`config.mk`:
```
export PLATFORM = sky130hd
export DESIGN_NAME = lcd_controller
export DESIGN_NICKNAME = d
export VERILOG_FILES = /design/src/rtl/lcd_pkg.sv /design/src/rtl/lcd_delay_timer.sv /design/src/rtl/lcd_controller.sv
export SDC_FILE = /design/constraint.sdc
export NUM_CORES = 1
export LEC_CHECK = 0
export BUFFER_PORTS_ARGS = -buffer_cell sky130_fd_sc_hd__clkbuf_2
export CAP_MARGIN = 30
export CORE_MARGIN = 2
export CORE_UTILIZATION = 52
export CTS_CLUSTER_SIZE = 12
export DETAILED_ROUTE_END_ITERATION = 10
export GPL_TIMING_DRIVEN = 0
export PLACE_DENSITY = 0.83
export SYNTH_ARGS = -nofsm -noshare
export SYNTH_HDL_FRONTEND = slang
export SYNTH_SLANG_ARGS = --single-unit
```
`constraint.sdc`:
```
create_clock -name clk -period 2.9 [get_ports clk]
set_input_delay 0.29 -clock clk [delete_from_list [all_inputs] [get_ports clk]]
set_output_delay 0.29 -clock clk [all_outputs]
set_load 0.02 [all_outputs]
```
`src/rtl/lcd_pkg.sv`:
```
// -----------------------------------------------------------------------------
// lcd_pkg
// Shared definitions for the character-LCD controller:
//   - lcd_state_t   : controller FSM states
//   - TIMER_W       : width of every wait counter
//   - DEF_*         : default timing constants in clock cycles at 50 MHz
//   - CFG_SEQ       : configuration bytes sent after the init nibbles
//   - cfg_nibble()  : selects one nibble of the configuration sequence
//   - step_nibble() : nibble sent at a given init/config step
//   - wait_last()   : terminal count for a wait (a wait of 0 lasts one cycle)
// -----------------------------------------------------------------------------
package lcd_pkg;

   localparam int unsigned TIMER_W = 20;

   localparam int unsigned DEF_CLK_HZ  = 50_000_000;
   localparam int unsigned DEF_T_PWR   = 750_000;   // 15 ms
   localparam int unsigned DEF_T_4MS   = 205_000;   // 4.1 ms
   localparam int unsigned DEF_T_100US = 5_000;     // 100 us
   localparam int unsigned DEF_T_40US  = 2_000;     // 40 us
   localparam int unsigned DEF_T_CLR   = 82_000;    // 1.64 ms
   localparam int unsigned DEF_T_1US   = 50;        // 1 us
   localparam int unsigned DEF_T_SU    = 2;         // RS/data setup before E
   localparam int unsigned DEF_T_E     = 12;        // E high width

   typedef enum logic [2:0] {
      ST_WAIT_PWR,
      ST_SETUP,
      ST_PULSE,
      ST_GAP,
      ST_READY
   } lcd_state_t;

   // Function set 4-bit/2-line, entry mode inc, display on, clear display.
   localparam logic [31:0] CFG_SEQ = 32'h28_06_0C_01;

   // Step numbering: 0..3 init nibbles, 4..11 config nibbles, 12 host traffic.
   localparam logic [3:0] LAST_STEP = 4'd11;
   localparam logic [3:0] HOST_STEP = 4'd12;

   // idx 0 is the high nibble of the first byte; {~idx,2'b00} == 4*(7-idx).
   function automatic logic [3:0] cfg_nibble(input logic [2:0] idx);
      logic [31:0] shifted;
      shifted = CFG_SEQ >> {~idx, 2'b00};
      return shifted[3:0];
   endfunction

   function automatic logic [3:0] step_nibble(input logic [3:0] step);
      if (step < 4'd3) begin
         return 4'h3;
      end else if (step == 4'd3) begin
         return 4'h2;
      end else begin
         return cfg_nibble(3'(step - 4'd4));
      end
   endfunction

   function automatic logic [TIMER_W-1:0] wait_last(input logic [TIMER_W-1:0] value);
      return (value == '0) ? '0 : value - 1'b1;
   endfunction

endpackage

```
`src/rtl/lcd_delay_timer.sv`:
```
// -----------------------------------------------------------------------------
// lcd_delay_timer
// One-shot cycle counter. A start pulse loads a wait length; o_done is high
// in the last cycle of the wait, counting the start cycle as cycle 0, so a
// state that starts the timer on entry and leaves on o_done lasts exactly
// i_load cycles (a load of 0 behaves as 1).
// Ports:
//   clk      : clock, rising edge
//   rst_n    : asynchronous active-low reset
//   i_start  : one-cycle pulse, begins a wait of i_load cycles
//   i_load   : wait length in cycles
//   o_done   : high in the final cycle of the wait
// -----------------------------------------------------------------------------
module lcd_delay_timer
   import lcd_pkg::*;
(
   input  logic               clk,
   input  logic               rst_n,
   input  logic               i_start,
   input  logic [TIMER_W-1:0] i_load,
   output logic               o_done
);

   logic [TIMER_W-1:0] r_count;
   logic [TIMER_W-1:0] r_last;
   logic               r_run;

   logic [TIMER_W-1:0] w_count;
   logic [TIMER_W-1:0] w_last;

   // The start cycle is already count 0, so compare against the incoming
   // load directly instead of waiting for it to be registered.
   assign w_count = i_start ? '0 : r_count;
   assign w_last  = i_start ? wait_last(i_load) : r_last;
   assign o_done  = (i_start | r_run) && (w_count == w_last);

   // NOTE: state registers use non-blocking assignments so every flop
   // samples the pre-edge values regardless of statement order.
   always_ff @(posedge clk or negedge rst_n) begin
      if (!rst_n) begin
         r_count <= '0;
         r_last  <= '0;
         r_run   <= 1'b0;
      end else if (i_start) begin
         r_count <= TIMER_W'(1);
         r_last  <= w_last;
         r_run   <= ~o_done;
      end else if (r_run) begin
         r_count <= r_count + 1'b1;
         if (o_done) begin
            r_run <= 1'b0;
         end
      end
   end

endmodule

```
`src/rtl/lcd_controller.sv`:
```
// -----------------------------------------------------------------------------
// lcd_controller
// 4-bit HD44780-style LCD driver. After reset it waits for power-up, sends
// the 0x3/0x3/0x3/0x2 wake-up nibbles and the configuration bytes, then
// accepts host nibbles (RS=1) one at a time, alternating high/low nibble.
// Ports:
//   clk                     : clock, rising edge
//   iLCD_reset              : asynchronous active-low reset
//   iLCD_data[3:0]          : host nibble
//   iLCD_writeEN            : host write strobe, honoured only when ready
//   oLCD_response           : high while ready to accept a nibble
//   oLCD_Data[3:0]          : LCD DB7..DB4
//   oLCD_Enabled            : LCD E
//   oLCD_RegisterSelect     : LCD RS (0 command, 1 data)
//   oLCD_ReadWrite          : LCD R/W, tied low (write only)
//   oLCD_StrataFlashControl : tied high to keep the shared flash disabled
// -----------------------------------------------------------------------------
module lcd_controller
   import lcd_pkg::*;
#(
   parameter int unsigned CLK_HZ  = DEF_CLK_HZ,
   parameter int unsigned T_PWR   = DEF_T_PWR,
   parameter int unsigned T_4MS   = DEF_T_4MS,
   parameter int unsigned T_100US = DEF_T_100US,
   parameter int unsigned T_40US  = DEF_T_40US,
   parameter int unsigned T_CLR   = DEF_T_CLR,
   parameter int unsigned T_1US   = DEF_T_1US,
   parameter int unsigned T_SU    = DEF_T_SU,
   parameter int unsigned T_E     = DEF_T_E
)(
   input  logic       clk,
   input  logic       iLCD_reset,
   input  logic [3:0] iLCD_data,
   input  logic       iLCD_writeEN,
   output logic       oLCD_response,
   output logic [3:0] oLCD_Data,
   output logic       oLCD_Enabled,
   output logic       oLCD_RegisterSelect,
   output logic       oLCD_ReadWrite,
   output logic       oLCD_StrataFlashControl
);

   if (CLK_HZ == 0) begin : g_clk_check
      $error("lcd_controller: CLK_HZ must be nonzero");
   end

   localparam logic [TIMER_W-1:0] W_PWR   = TIMER_W'(T_PWR);
   localparam logic [TIMER_W-1:0] W_4MS   = TIMER_W'(T_4MS);
   localparam logic [TIMER_W-1:0] W_100US = TIMER_W'(T_100US);
   localparam logic [TIMER_W-1:0] W_40US  = TIMER_W'(T_40US);
   localparam logic [TIMER_W-1:0] W_CLR   = TIMER_W'(T_CLR);
   localparam logic [TIMER_W-1:0] W_1US   = TIMER_W'(T_1US);
   localparam logic [TIMER_W-1:0] W_SU    = TIMER_W'(T_SU);
   localparam logic [TIMER_W-1:0] W_E     = TIMER_W'(T_E);

   lcd_state_t         r_state;
   logic [3:0]         r_step;
   logic               r_parity;   // 0: next host nibble is a high nibble
   logic [3:0]         r_data;
   logic               r_rs;
   logic               r_e;
   logic               r_response;
   logic               r_start;
   logic [TIMER_W-1:0] r_load;

   logic [TIMER_W-1:0] w_gap;
   logic               w_done;

   lcd_delay_timer u_timer (
      .clk     (clk),
      .rst_n   (iLCD_reset),
      .i_start (r_start),
      .i_load  (r_load),
      .o_done  (w_done)
   );

   // Gap that follows the nibble currently on the bus.
   always_comb begin
      // NOTE: default assignment first, so no path leaves w_gap unassigned
      // and no latch is inferred.
      w_gap = W_40US;
      if (r_step == HOST_STEP) begin
         w_gap = r_parity ? W_40US : W_1US;
      end else begin
         case (r_step)
            4'd0:       w_gap = W_4MS;
            4'd1:       w_gap = W_100US;
            4'd2, 4'd3: w_gap = W_40US;
            LAST_STEP:  w_gap = W_CLR;
            // Config steps: even step = high nibble of a byte.
            default:    w_gap = r_step[0] ? W_40US : W_1US;
         endcase
      end
   end

   // Every state entry also starts the timer with that state's length.
   always_ff @(posedge clk or negedge iLCD_reset) begin
      if (!iLCD_reset) begin
         r_state    <= ST_WAIT_PWR;
         r_step     <= '0;
         r_parity   <= 1'b0;
         r_data     <= '0;
         r_rs       <= 1'b0;
         r_e        <= 1'b0;
         r_response <= 1'b0;
         // Reset is itself the entry into WAIT_PWR.
         r_start    <= 1'b1;
         r_load     <= W_PWR;
      end else begin
         r_start <= 1'b0;
         case (r_state)
            ST_WAIT_PWR: begin
               if (w_done) begin
                  r_state <= ST_SETUP;
                  r_data  <= step_nibble(r_step);
                  r_rs    <= 1'b0;
                  r_start <= 1'b1;
                  r_load  <= W_SU;
               end
            end
            ST_SETUP: begin
               if (w_done) begin
                  r_state <= ST_PULSE;
                  r_e     <= 1'b1;
                  r_start <= 1'b1;
                  r_load  <= W_E;
               end
            end
            ST_PULSE: begin
               if (w_done) begin
                  r_state <= ST_GAP;
                  r_e     <= 1'b0;
                  r_start <= 1'b1;
                  r_load  <= w_gap;
               end
            end
            ST_GAP: begin
               if (w_done) begin
                  if (r_step == HOST_STEP) begin
                     r_parity   <= ~r_parity;
                     r_state    <= ST_READY;
                     r_response <= 1'b1;
                  end else if (r_step == LAST_STEP) begin
                     r_step     <= HOST_STEP;
                     r_state    <= ST_READY;
                     r_response <= 1'b1;
                  end else begin
                     r_step  <= r_step + 4'd1;
                     r_state <= ST_SETUP;
                     r_data  <= step_nibble(r_step + 4'd1);
                     r_start <= 1'b1;
                     r_load  <= W_SU;
                  end
               end
            end
            ST_READY: begin
               if (iLCD_writeEN) begin
                  r_state    <= ST_SETUP;
                  r_data     <= iLCD_data;
                  r_rs       <= 1'b1;
                  r_response <= 1'b0;
                  r_start    <= 1'b1;
                  r_load     <= W_SU;
               end
            end
            default: begin
               r_state <= ST_WAIT_PWR;
            end
         endcase
      end
   end

   assign oLCD_response           = r_response;
   assign oLCD_Data               = r_data;
   assign oLCD_Enabled            = r_e;
   assign oLCD_RegisterSelect     = r_rs;
   assign oLCD_ReadWrite          = 1'b0;
   assign oLCD_StrataFlashControl = 1'b1;

endmodule

```
==> impl_metrics.xml <==
<?xml version="1.0" encoding="UTF-8"?>
<metrics>
  <group name="finish">
    <metric name="insertedDiodeCount" unit="">0</metric>
    <metric name="layout-area-overhead-vs-synth" unit="%">16.50</metric>
    <metric name="drive_above_1_share" unit="%">21.46</metric>
    <metric name="seqCellArea" unit="um^2">1817</metric>
    <metric name="finish.net_count" unit="">476</metric>
    <metric name="multi_input_area" unit="um^2">2153</metric>
    <metric name="fillerInstances" unit="">639</metric>
  </group>
  <group name="critical_path">
    <metric name="crit-reg2reg-launch" unit="">r_start</metric>
    <metric name="critPathKind" unit="">reg -&gt; reg</metric>
    <metric name="r2r_cells" unit="">8</metric>
    <metric name="critical_path.endpoint_type" unit="">flop</metric>
    <metric name="number_of_buffers_and_inverters_on_the_critical_path" unit="">1</metric>
    <metric name="cp_arrival" unit="ns">3.08</metric>
    <metric name="cpPeakStageDelay" unit="ns">0.59</metric>
    <metric name="slowest_stage_cell_on_the_critical_path" unit="">sky130_fd_sc_hd__or4_4</metric>
    <metric name="critPathRequiredTime" unit="ns">3.14</metric>
    <metric name="reg2reg_to" unit="">r_step[3]</metric>
    <metric name="critical_path_cell_count" unit="">8</metric>
    <metric name="critPathMaxFanout" unit="">8</metric>
    <metric name="worst_path_dominant_cell_family" unit="">simple AND/OR/NAND/NOR gates</metric>
    <metric name="path_cells" unit="">nand2b_4, o2111ai_1, nor4b_4, a31oi_1, or4_4, or3_4, buf_6, mux2_4</metric>
    <metric name="ff2ff_setup_slack" unit="ns">0.07</metric>
    <metric name="critical_path.startpoint_type" unit="">flop</metric>
  </group>
  <group name="synth">
    <metric name="synth_edf_count" unit="">0</metric>
    <metric name="ys.flop_type" unit="">sky130_fd_sc_hd__dfrtp_1</metric>
    <metric name="synthTopCellsByCount" unit="">sky130_fd_sc_hd__dfrtp_1 (62), sky130_fd_sc_hd__nor2_1 (45), sky130_fd_sc_hd__nand2_1 (40)</metric>
    <metric name="synth_async_sr_flop_share" unit="%">100.0</metric>
    <metric name="yosys_warnings" unit="">0</metric>
    <metric name="syn_inst" unit="">423</metric>
    <metric name="ys_seq_elements" unit="">72</metric>
    <metric name="mappedNetlistArea" unit="um^2">4013</metric>
    <metric name="synth.yosys.seq_area_share" unit="%">45.21</metric>
    <metric name="post_synth.cell_area_avg" unit="um^2">9.486</metric>
    <metric name="synth_cell_types" unit="">59</metric>
    <metric name="synthesis.nets" unit="">437</metric>
    <metric name="synth_most_common_cell" unit="">sky130_fd_sc_hd__dfrtp_1</metric>
    <metric name="netlist.area_leader.share" unit="%">38.67</metric>
    <metric name="synth.area.top_cells" unit="">sky130_fd_sc_hd__dfrtp_1 (39%), sky130_fd_sc_hd__dfstp_2 (6.5%), sky130_fd_sc_hd__xor2_1 (5.9%)</metric>
    <metric name="synth.largest_area_cell" unit="">sky130_fd_sc_hd__dfrtp_1</metric>
  </group>
  <group name="timing">
    <metric name="finClkSkew" unit="ns">0.01130</metric>
    <metric name="final.min_clock_period" unit="ns">2.833</metric>
    <metric name="setup_tns" unit="ns">0</metric>
    <metric name="max_freq" unit="MHz">353.0</metric>
    <metric name="slew_hr" unit="%">64.99</metric>
    <metric name="final_setup_vio_count" unit="">0</metric>
    <metric name="number_of_pins_exceeding_their_max_slew_limit_in_the_final_report" unit="">0</metric>
    <metric name="tightest_slew" unit="ns">0.5203</metric>
    <metric name="fin_crit_sh" unit="%">97.68</metric>
    <metric name="final_hold_viol_count" unit="">0</metric>
  </group>
  <group name="hold_path">
    <metric name="hp-class" unit="">in -&gt; reg</metric>
    <metric name="timing.hold.worst_path_depth" unit="">2</metric>
    <metric name="worstHoldStart" unit="">iLCD_writeEN</metric>
    <metric name="hold-path-endpoint" unit="">r_state[2]</metric>
  </group>
  <group name="floorplan">
    <metric name="die-width" unit="um">91.85</metric>
    <metric name="ioPinCount" unit="">16</metric>
    <metric name="die-area" unit="um^2">8436</metric>
    <metric name="placeable_core_region" unit="um^2">7607</metric>
    <metric name="die_height" unit="um">91.85</metric>
    <metric name="row_count" unit="">32</metric>
    <metric name="initial_core_util" unit="%">52.75</metric>
  </group>
  <group name="global_routing">
    <metric name="grt_pass1_vias" unit="">3357</metric>
    <metric name="grt_pass1_wl" unit="um">16170</metric>
    <metric name="gr-total-overflow" unit="">0</metric>
    <metric name="grt_start_max_net_pins" unit="">45</metric>
    <metric name="antenna_violations_before_repair" unit="">0</metric>
    <metric name="grt_usage" unit="%">24.11</metric>
  </group>
  <group name="status">
    <metric name="outcome" unit="">complete, no violations</metric>
  </group>
  <group name="placement">
    <metric name="gp_routability_congestion" unit="">0.8477</metric>
    <metric name="portBuffers" unit="">13</metric>
    <metric name="place_hpwl" unit="um">6597</metric>
  </group>
  <group name="detailed_routing">
    <metric name="first_pass_iters" unit="">4</metric>
    <metric name="drtIter0Drc" unit="">284</metric>
    <metric name="detail_route.drc_violations" unit="">0</metric>
    <metric name="wire_per_inst" unit="um">16.76</metric>
    <metric name="detail_route.wirelength" unit="um">9521</metric>
    <metric name="post_drt_via_cell_ratio" unit="">5.790</metric>
    <metric name="ant_nets" unit="">0</metric>
    <metric name="routed-via-count" unit="">3289</metric>
  </group>
  <group name="power">
    <metric name="vdd.ir_drop.worst" unit="V">0.0003190</metric>
    <metric name="power-per-cell-area" unit="nW/um^2">387.5</metric>
    <metric name="power.total" unit="mW">1.811</metric>
    <metric name="standby_leakage_power" unit="nW">2.060</metric>
  </group>
  <group name="run">
    <metric name="max_cap_violations" unit="">0</metric>
  </group>
  <group name="cts">
    <metric name="cts_htree_levels" unit="">3</metric>
    <metric name="ctsLongestPathBuffers" unit="">2</metric>
    <metric name="clk-insertion-delay-late" unit="ns">0.36</metric>
    <metric name="ctsRootBufferMaster" unit="">sky130_fd_sc_hd__clkbuf_8</metric>
    <metric name="tritoncts_clock_tree" unit="">built</metric>
    <metric name="clk_pin_slew" unit="ns">0.07</metric>
    <metric name="cts_made_buffers" unit="">9</metric>
    <metric name="cts_sinks" unit="">72</metric>
  </group>
</metrics>
[cells by family after synthesis]
family	Yosys count	synth area share, %
xor gates and xnor gates	43	9.386
buffers and inverters	41	4.521
other	2	0.1872
DFF	72	45.21
adders and majority gates	7	2.183
AOI/OAI and AO/OA	89	15.37
muxes	12	3.461
and+or+nand+nor	157	19.68
[layout make-up]
class | count | share of cell area [%]
inverters | 19 | 1.526
clock buffers | 11 | 3.025
well taps | 102 | 2.730
flip-flops and latches | 72 | 38.87
clock inverters | 4 | 0.9636
repair buffers | 32 | 4.818
multi-input cells | 310 | 46.07
plain buffers | 18 | 2.007
[worst max-delay path by stage]
stage / end / slack [ns] / from
finish: r_step[3] / 0.07 / r_start
global route: r_load[16] / -0.01 / r_start
CTS: r_step[3] / -0.001 / r_load[1]
detailed placement: oLCD_Data[2] / -0.39 / r_start
global placement: oLCD_Data[0] / -0.35 / r_start
floorplan: r_step[2] / 0.08 / r_load[1]
[report_power, final]
part	total, mW	internal [mW]	switching [mW]
clock	0.775	0.412	0.364
sequential	1.00	1.00	0
combinational	0.0317	0.00868	0.0230
[per-stage QoR]
step | instances | util [%] | hold slack (ns) | cell area (um^2) | setup WS (ns)
after floorplan | 423 | - | -0.005591 | 4013 | 0.08071
after global placement | 538 | 55.28 | 0.4562 | 4205 | -0.3451
after detailed placement | 539 | 55.58 | 0.2695 | 4228 | -0.3857
after CTS | 564 | 60.15 | 0.1505 | 4576 | -0.001462
after global routing | 568 | 61.45 | 0.1660 | 4674 | -0.01004
final | 568 | 61.45 | 0.1643 | 4674 | 0.06737
[sequential cells by signal, indices dropped and copies added, names as in the netlist]
| signal | cells |
|---|---|
| oLCD_Enabled | 1 |
| oLCD_Data | 4 |
| r_load | 15 |
| u_timer.r_last | 20 |
| u_timer.r_count | 20 |
| r_step | 4 |
| r_parity | 1 |
| u_timer.r_run | 1 |
| oLCD_response | 1 |
| r_start | 1 |
| oLCD_RegisterSelect | 1 |
| r_state | 3 |
[repair_timing]
item / 4_1_cts / 5_1_grt
endpoints found under the hold margin: 27 / 0
hold buffers: 1 / 0
endpoints found under the setup margin: 31 / 30
setup buffers: 10 / 7
pin swaps: 9 / 6
resized for setup: 18 / 19
gates cloned: 0 / 0
[per-layer routing]
layer	vias up	part of all wire [%]	track usage, %	wire, um
met2	95	50	40.44	4798
met5	-	0	0	0
met3	26	4.7	5.341	452
met1	1602	42	29.77	3994
li1	1566	-	-	-
met4	0	2.9	10.95	275
[cells in the final DEF, fill, tap and decap left out, types with 3 or more instances in the layout]
cell type	count
sky130_fd_sc_hd__mux2i_1	3
sky130_fd_sc_hd__buf_4	19
sky130_fd_sc_hd__nor4_1	7
sky130_fd_sc_hd__o22ai_1	7
sky130_fd_sc_hd__ha_1	6
sky130_fd_sc_hd__nor3_2	3
sky130_fd_sc_hd__nor3_1	9
sky130_fd_sc_hd__a32o_1	3
sky130_fd_sc_hd__dfstp_2	10
sky130_fd_sc_hd__xnor2_1	16
sky130_fd_sc_hd__mux2_2	7
sky130_fd_sc_hd__clkbuf_1	10
sky130_fd_sc_hd__clkbuf_2	14
sky130_fd_sc_hd__nand3_1	11
sky130_fd_sc_hd__xor2_1	27
sky130_fd_sc_hd__clkinv_2	3
sky130_fd_sc_hd__a21o_1	4
sky130_fd_sc_hd__nor2_1	45
sky130_fd_sc_hd__nand4_1	6
sky130_fd_sc_hd__clkbuf_8	10
sky130_fd_sc_hd__o2bb2ai_1	12
sky130_fd_sc_hd__o211ai_1	3
sky130_fd_sc_hd__inv_1	17
sky130_fd_sc_hd__a22o_1	5
sky130_fd_sc_hd__and2_1	4
sky130_fd_sc_hd__dfrtp_1	60
sky130_fd_sc_hd__or3_1	8
sky130_fd_sc_hd__a21oi_1	18
sky130_fd_sc_hd__o21ai_0	17
sky130_fd_sc_hd__or2_2	3
sky130_fd_sc_hd__nand2_1	39
Note: power is estimated with default switching activity, not from simulation.
